===== config.mk =====
export PLATFORM = sky130hd
export DESIGN_NAME = clk_div_multi
export DESIGN_NICKNAME = d
export VERILOG_FILES = /design/src/rtl/clk_div_multi.sv
export SDC_FILE = /design/constraint.sdc
export NUM_CORES = 1
export LEC_CHECK = 0
export BUFFER_PORTS_ARGS = -buffer_cell sky130_fd_sc_hd__buf_2
export CELL_PAD_IN_SITES_DETAIL_PLACEMENT = 1
export CELL_PAD_IN_SITES_GLOBAL_PLACEMENT = 1
export CORE_ASPECT_RATIO = 1.5
export CORE_UTILIZATION = 45
export CTS_CLUSTER_SIZE = 16
export DETAILED_ROUTE_END_ITERATION = 10
export PLACE_DENSITY = 0.81
export SLEW_MARGIN = 20
export SYNTH_ARGS = -nofsm -noshare
export SYNTH_HDL_FRONTEND = slang
export SYNTH_SLANG_ARGS = --single-unit

===== constraint.sdc =====
create_clock -name clk -period 2.45 [get_ports clk]
set_input_delay 0 -clock clk [delete_from_list [all_inputs] [get_ports clk]]
set_output_delay 0 -clock clk [all_outputs]
set_load 0.005 [all_outputs]

===== src/rtl/clk_div_multi.sv =====
// Multi-channel programmable clock divider. Each channel divides clk by 2*(H+1).
// New ratios go through a valid/ready port and are applied only at a full-period boundary.
module clk_div_multi #(
  parameter int NCH   = 2,
  parameter int CNT_W = 24
) (
  input  logic                     clk,
  input  logic                     rst,
  input  logic [NCH-1:0]           en,
  input  logic                     sync,
  input  logic                     cfg_valid,
  output logic                     cfg_ready,
  input  logic [$clog2(NCH)-1:0]   cfg_ch,
  input  logic                     cfg_mode,
  input  logic [2:0]               cfg_sel,
  input  logic [CNT_W-1:0]         cfg_half,
  output logic [NCH-1:0]           div_clk,
  output logic [NCH-1:0]           tick,
  output logic [NCH-1:0]           pending
);

  localparam int CH_W = $clog2(NCH);

  // Decade table: terminal half-period count for divide by 2*10^sel.
  function automatic logic [CNT_W-1:0] decade_h(input logic [2:0] sel);
    logic [CNT_W-1:0] h;
    case (sel)
      3'd0:    h = CNT_W'(24'd0);
      3'd1:    h = CNT_W'(24'd9);
      3'd2:    h = CNT_W'(24'd99);
      3'd3:    h = CNT_W'(24'd999);
      3'd4:    h = CNT_W'(24'd9_999);
      3'd5:    h = CNT_W'(24'd99_999);
      3'd6:    h = CNT_W'(24'd999_999);
      3'd7:    h = CNT_W'(24'd9_999_999);
      default: h = CNT_W'(24'd0);
    endcase
    return h;
  endfunction

  logic [CNT_W-1:0] dec_h_s;
  logic [NCH-1:0]   hit_s;
  logic [NCH-1:0]   pend_r;
  logic [NCH-1:0]   div_r;
  logic [NCH-1:0]   tick_r;

  // Decoded terminal count of the incoming configuration request.
  always_comb begin
    dec_h_s = decade_h(cfg_sel);
    if (cfg_mode) begin
      dec_h_s = cfg_half;
    end else begin
      dec_h_s = decade_h(cfg_sel);
    end
  end

  // An out-of-range channel index matches no channel, so it is always ready
  // and the transfer is dropped.
  assign cfg_ready = ~|(hit_s & pend_r);

  assign div_clk = div_r;
  assign tick    = tick_r;
  assign pending = pend_r;

  for (genvar c = 0; c < NCH; c++) begin : g_ch
    logic [CNT_W-1:0] count_r;
    logic [CNT_W-1:0] act_h_r;
    logic [CNT_W-1:0] shd_h_r;
    logic             acc_s;

    assign hit_s[c] = (cfg_ch == CH_W'(c));
    assign acc_s    = cfg_valid & hit_s[c] & ~pend_r[c];

    // Channel counter, output toggle and shadow-ratio hand-over.
    always_ff @(posedge clk) begin
      if (rst) begin
        count_r   <= '0;
        act_h_r   <= '0;
        shd_h_r   <= '0;
        div_r[c]  <= 1'b0;
        tick_r[c] <= 1'b0;
        pend_r[c] <= 1'b0;
      end else if (sync || !en[c]) begin
        // Held or restarted channels take a pending ratio at once; a request
        // accepted in this same cycle stays pending (accept implies !pend_r).
        count_r   <= '0;
        div_r[c]  <= 1'b0;
        tick_r[c] <= 1'b0;
        if (acc_s) begin
          shd_h_r   <= dec_h_s;
          pend_r[c] <= 1'b1;
        end else if (pend_r[c]) begin
          act_h_r   <= shd_h_r;
          pend_r[c] <= 1'b0;
        end
      end else begin
        if (count_r == act_h_r) begin
          count_r   <= '0;
          div_r[c]  <= ~div_r[c];
          tick_r[c] <= ~div_r[c];
          // High-to-low toggle closes a full period: safe point to switch ratio.
          if (div_r[c] && pend_r[c]) begin
            act_h_r   <= shd_h_r;
            pend_r[c] <= 1'b0;
          end
        end else begin
          count_r   <= count_r + CNT_W'(1);
          tick_r[c] <= 1'b0;
        end
        if (acc_s) begin
          shd_h_r   <= dec_h_s;
          pend_r[c] <= 1'b1;
        end
      end
    end
  end

endmodule


==> results_dict.tcl, run 1 <==
set metrics [dict create \
    maxCapViolations 0 \
    antenna_found_initial 0 \
    grt_usage_pct 25.0 \
    overflow 0 \
    first_iter_violations 207 \
    cts_tree "yes" \
    synth_ff_type "dfxtp_1" \
    syn_area_um2 6990 \
    status "finished, final reports clean" \
    slew_headroom_pct 57.6 \
    grt_pass1_wl_um 30900 \
    rows 55 \
    rrSetupSlack_ps 260 \
    fin_nets 850 \
    rsz0062_at_grt "false" \
    port-buffer-count 41 \
    fin_crit_ps 2190 \
    dieHeight_um 155 \
    cts_buffers 17 \
    fin_skew_ps 8.89 \
    cts_setup_buffers 0 \
    post-route-period-util_pct 89.5 \
    antenna_left 0 \
    place.gp.congestion 0.848 \
    hold_viol_final 0 \
    cp-end-kind "flop" \
    grt_max_degree 78 \
    hp-class "primary input to flop" \
    diodes 0 \
    setup_viol 0 \
    syn-num-nets 816 \
    wl_per_cell_um 19.0 \
    async_flop_share_pct 0 \
    worstMarginPinSlew_ps 636 \
    ys_warn_count 0 \
    synth_top_area_share_pct 42.9 \
    synth-seq-area-share_pct 42.9 \
    ys_ff_latch 150 \
    clk_latency_ps 430 \
    fp.dieW_um 104 \
    core_um2 15100 \
    cts_buffer_depth 2 \
    synthTopCellsByArea "dfxtp_1, xor2_1, mux2i_1" \
    routed_wl_um 19300 \
    initial_core_util_pct 46.2 \
    area.growth.synth_to_final_pct 15.2 \
    clk_pin_slew_worst_paths_ps 60 \
    ios 42 \
    fin_total_pwr_mw 5.82 \
    report.final.slew_viol_count 0 \
    netlist_instances 774 \
    synth_enable_flop_cells 0 \
    worstPathMaxFanout 24 \
    required_ps 2790 \
    worst_ep_arrival_time_ps 2530 \
    worstSetupStartpointType "flop" \
    leakagePower_nw 3.13 \
    max_freq_ghz 0.456 \
    first_pass_iters 4 \
    setup_tns_ps 0 \
    cts_root_buf "clkbuf_16" \
    vias_per_cell 5.39 \
    vias 5492 \
    peakVddDrop_v 0.000419 \
    yosys.area.top_type "dfxtp_1" \
    htree_levels 4 \
    die_area_um2 16100 \
    dp_hpwl_um 13400 \
    cts_sinks 150 \
    path_class "flop to flop" \
    first_global_vias 5987 \
    synth.distinct_cells 39 \
    synth.avg_cell_area_um2 9.04 \
    drc 0 \
    drive_above_1_share_pct 11.3 \
    power.density_nw_per_um2 723 \
]
-- state kept, by name, summed over array words and instances (netlist names) --
| signal | count |
|---|---|
| div_clk | 2 |
| g_ch.act_h_r | 48 |
| g_ch.count_r | 48 |
| g_ch.shd_h_r | 48 |
| pending | 2 |
| tick | 2 |
-- cell usage in the layout, fill, tap and decap left out, types with 16 or more instances in the layout --
cell type | Yosys | layout
dfxtp_1 | 150 | 150
nor2_1 | 98 | 97
xor2_1 | 78 | 78
nand2b_1 | 65 | 65
nand2_1 | 52 | 52
mux2i_1 | 51 | 51
buf_2 | 5 | 40
a21oi_1 | 37 | 37
or2b_1 | 35 | 35
a211oi_1 | 26 | 26
nand3_1 | 25 | 25
clkbuf_16 | 0 | 17
nand4_1 | 16 | 16
-- cells by family (layout without fill, tap and decap cells) --
group	after synthesis	count (layout)	synth area share [%]
AOI/OAI and AO/OA	82	82	7.66
xor gates and xnor gates	92	92	11.7
adders and majority gates	7	7	1.25
buffers and inverters	57	103	3.95
DFF	150	150	42.9
muxes	51	51	7.30
and+or+nand+nor	335	335	25.2
-- final cells by class --
class | instances | area, um^2
fill | 1786 | 7080
multi-input combinational | 567 | 3720
sequential | 150 | 3000
clock buffer | 19 | 433
timing repair buffer | 60 | 408
tap | 199 | 249
clock inverter | 12 | 201
inverter | 12 | 45.0
-- through the flow --
| stage | setup WS, ps | util, % | std cells | cell area, um^2 | hold slack, ps |
|---|---|---|---|---|---|
| finish | 258 | 53.2 | 1019 | 8060 | 22.4 |
| global route | 82.0 | 53.2 | 1019 | 8060 | 36.1 |
| CTS | 282 | 53.2 | 1019 | 8060 | 3.47 |
| detailed placement | 326 | 48.5 | 980 | 7340 | 314 |
| global placement | 426 | 48.5 | 980 | 7340 | 308 |
| floorplan | 534 | - | 774 | 6990 | 63.1 |
-- layer usage --
metal / global-route usage, % / vias to the layer above / wire length (um) / share of wire (%)
li1: - / 2654 / - / -
met1: 24.4 / 2689 / 7230 / 37
met2: 47.8 / 91 / 10600 / 55
met3: 5.23 / 58 / 476 / 2.5
met4: 15.1 / 0 / 997 / 5.2
met5: 0 / - / 0 / 0
-- cells in the mapped netlist, types with 2 or more instances --
| cell type | instances |
|---|---|
| buf_2 | 5 |
| nand3_1 | 25 |
| o21ai_1 | 2 |
| and4_1 | 3 |
| dfxtp_1 | 150 |
| nand2b_1 | 65 |
| a211oi_1 | 26 |
| o31ai_4 | 2 |
| nand4_1 | 16 |
| xor2_2 | 2 |
| or2b_1 | 35 |
| nand2_1 | 52 |
| nor2_1 | 98 |
| nor2b_1 | 3 |
| inv_1 | 12 |
| mux2i_1 | 51 |
| xor2_1 | 78 |
| xnor2_1 | 12 |
| buf_6 | 4 |
| and3_1 | 8 |
| o21a_1 | 6 |
| buf_8 | 2 |
| nor4_1 | 12 |
| a22oi_1 | 2 |
| ha_1 | 7 |
| a21oi_1 | 37 |
| and2_1 | 5 |
| nor3_1 | 5 |
| nor4_2 | 3 |
| clkbuf_1 | 32 |
| o21ai_0 | 5 |
| o311ai_0 | 2 |
-- worst max-delay path: stages (launching register included) --
cell and delay, ps:
dfxtp_1 430, xor2_1 110, nor4_2 440, nand4_2 290, o31ai_4 330, buf_12 240, mux2i_1 260
-- worst paths after layout --
kind	startpoint	end	cells after the start
min reg2reg	g_ch[1].shd_h_r[3]$_SDFFE_PP0P_	g_ch[1].shd_h_r[3]$_SDFFE_PP0P_	2
min	cfg_half[9]	g_ch[0].shd_h_r[9]$_SDFFE_PP0P_	5
max reg2reg	g_ch[1].count_r[17]$_SDFF_PP0_	g_ch[1].act_h_r[5]$_SDFFE_PP0P_	6
max	g_ch[1].count_r[17]$_SDFF_PP0_	g_ch[1].act_h_r[5]$_SDFFE_PP0P_	6
-- report_power, final --
group	internal, mW	switching (mW)
clock	1.80	1.04
combinational	0.172	0.262
sequential	2.50	0.0439
total	4.48	1.34
-- what timing repair did --
| item | 4_1_cts | 5_1_grt |
|---|---|---|
| setup endpoints to repair | 0 | 0 |
| hold buffers | 8 | 0 |
| resized for setup | 0 | 0 |
| hold endpoints to repair | 11 | 0 |
No activity file was read; power rests on OpenSTA's default activity.
==> run 2: changes to the inputs <==
==> constraint.sdc (replaced) <==
create_clock -name clk -period 2.2 [get_ports clk]
set_input_delay 0 -clock clk [delete_from_list [all_inputs] [get_ports clk]]
set_output_delay 0 -clock clk [all_outputs]
set_load 0.005 [all_outputs]
==> results_dict.tcl, run 2 (same netlist as run 1, synthesis figures left out) <==
set metrics [dict create \
    fin_nets 853 \
    cts_root_buf "clkbuf_16" \
    crit_family "simple AND/OR/NAND/NOR gates" \
    first_pass_iters 4 \
    cts_tree "yes" \
    first_global_vias 5933 \
    hold_viol_final 0 \
    antenna_found_initial 0 \
    cts_sinks 150 \
    maxCapViolations 0 \
    rows 55 \
    core_um2 15100 \
    first_iter_violations 190 \
    status "finished, final reports clean" \
    dp_hpwl_um 13400 \
    worstMarginPinSlew_ps 655 \
    vias 5448 \
    dpl_cell_area_um2 7350 \
    grt_max_degree 58 \
    leakagePower_nw 3.13 \
    worst_ep_arrival_time_ps 2440 \
    postLayoutCoreUtil_pct 52.9 \
    finalWorstSetupSlack_ps 102 \
    path_class "flop to flop" \
    clk_pin_slew_worst_paths_ps 60 \
    vias_per_cell 5.33 \
    drc 0 \
    max_stage_delay_ps 430 \
    die_area_um2 16100 \
    port-buffer-count 41 \
    routed_wl_um 18900 \
    setup_viol 0 \
    rsz0062_at_grt "false" \
    dpl_worst_slack_ps 165 \
    power.density_nw_per_um2 770 \
    final_cells 1022 \
    grt_pass1_wl_um 30600 \
    htree_levels 4 \
    critPathSlowestCell "dfxtp_1" \
    report.final.slew_viol_count 0 \
    post-route-period-util_pct 95.4 \
    dieHeight_um 155 \
    reg_top3 "g_ch.act_h_r x48, g_ch.count_r x48, g_ch.shd_h_r x48" \
    cts_buffer_depth 2 \
    cp-end-kind "flop" \
    antenna_left 0 \
    fin_crit_ps 2100 \
    final_cell_mix "dfxtp_1, nor2_1, xor2_1, nand2b_1, nand2_1" \
    crit_buf_inv 1 \
    drive_above_1_share_pct 11.8 \
    place.gp.congestion 0.811 \
    cts_buffers 17 \
    final_common_cell "dfxtp_1" \
    required_ps 2550 \
    slew_headroom_pct 56.3 \
    setup_tns_ps 0 \
    clk_latency_ps 420 \
    peakVddDrop_v 0.000535 \
    final_area_um2 8010 \
    initial_core_util_pct 46.2 \
    placed_cells 983 \
    hp-class "primary input to flop" \
    max_freq_ghz 0.477 \
    fin_skew_ps 7.04 \
    fp.dieW_um 104 \
    crit_chain "xor2_1 > nor4_2 > nand4_2 > o31ai_4 > buf_12 > mux2i_1" \
    grt_usage_pct 24.7 \
    overflow 0 \
    ios 42 \
    area.growth.synth_to_final_pct 14.5 \
    worstSetupStartpointType "flop" \
    worstPathMaxFanout 24 \
    diodes 0 \
    wl_per_cell_um 18.5 \
]
## run 2: changes by cell type in the layout (fill, tap and decap cells not counted)
cell and delta:
buf_12 -1, buf_4 +5, bufinv_16 -4, clkbuf_1 +1, clkbuf_8 +6, clkinv_2 -1
clkinvlp_4 -2, dfxtp_1 -1, dfxtp_2 +1, dlygate4sd3_1 -1
## run 2: layout make-up
class                      instances  area, um^2
multi-input combinational        567        3720
clock buffer                      26         519
inverter                          12        45.0
tap                              199         249
clock inverter                     5        61.3
timing repair buffer              63         415
fill                            1781        7130
sequential                       150        3000
## run 2: stage by stage
step / total power [mW] / hold slack, ps
after floorplan: 3.20 / 63.1
after global placement: 3.33 / 300
after detailed placement: 3.36 / 320
after CTS: 6.21 / 4.45
after global routing: 6.37 / 32.5
final: 6.17 / 5.42
## run 2: path summary, 6_finish.rpt
| path | startpoint | to | slack [ps] | cells past startpoint |
|---|---|---|---|---|
| worst max-delay path | g_ch[1].count_r[17]$_SDFF_PP0_ | g_ch[1].act_h_r[13]$_SDFFE_PP0P_ | 100 | 6 |
| worst min-delay path | en[0] | div_clk[0]$_SDFFE_PP0N_ | 5 | 5 |
| worst min register to register | g_ch[1].shd_h_r[11]$_SDFFE_PP0P_ | g_ch[1].shd_h_r[11]$_SDFFE_PP0P_ | 450 | 2 |
| worst max register to register | g_ch[1].count_r[17]$_SDFF_PP0_ | g_ch[1].act_h_r[13]$_SDFFE_PP0P_ | 100 | 6 |
## run 2: what timing repair did
action,4_1_cts,5_1_grt
hold endpoints to repair,11,0
endpoints found under the setup margin,0,13
buffers inserted,0,1
hold buffers,7,0
gates resized for setup,0,1
## run 2: power by group
group	leakage [nW]	switching [mW]	internal (mW)
Sequential	1.22	0.0488	2.79
Combinational	1.63	0.288	0.194
Clock	0.287	1.11	1.74
## run 2: tightest hold or removal path, cell delays in order
cell and delay (ps):
buf_2 100, nand2b_1 90, nor2_1 80, inv_1 70, a21oi_1 40
## run 2: per-layer routing
layer / wire, um / track usage, %
met5: 0 / 0
met1: 7280 / 24.8
met2: 10400 / 48.1
met4: 757 / 13.1
met3: 496 / 4.34
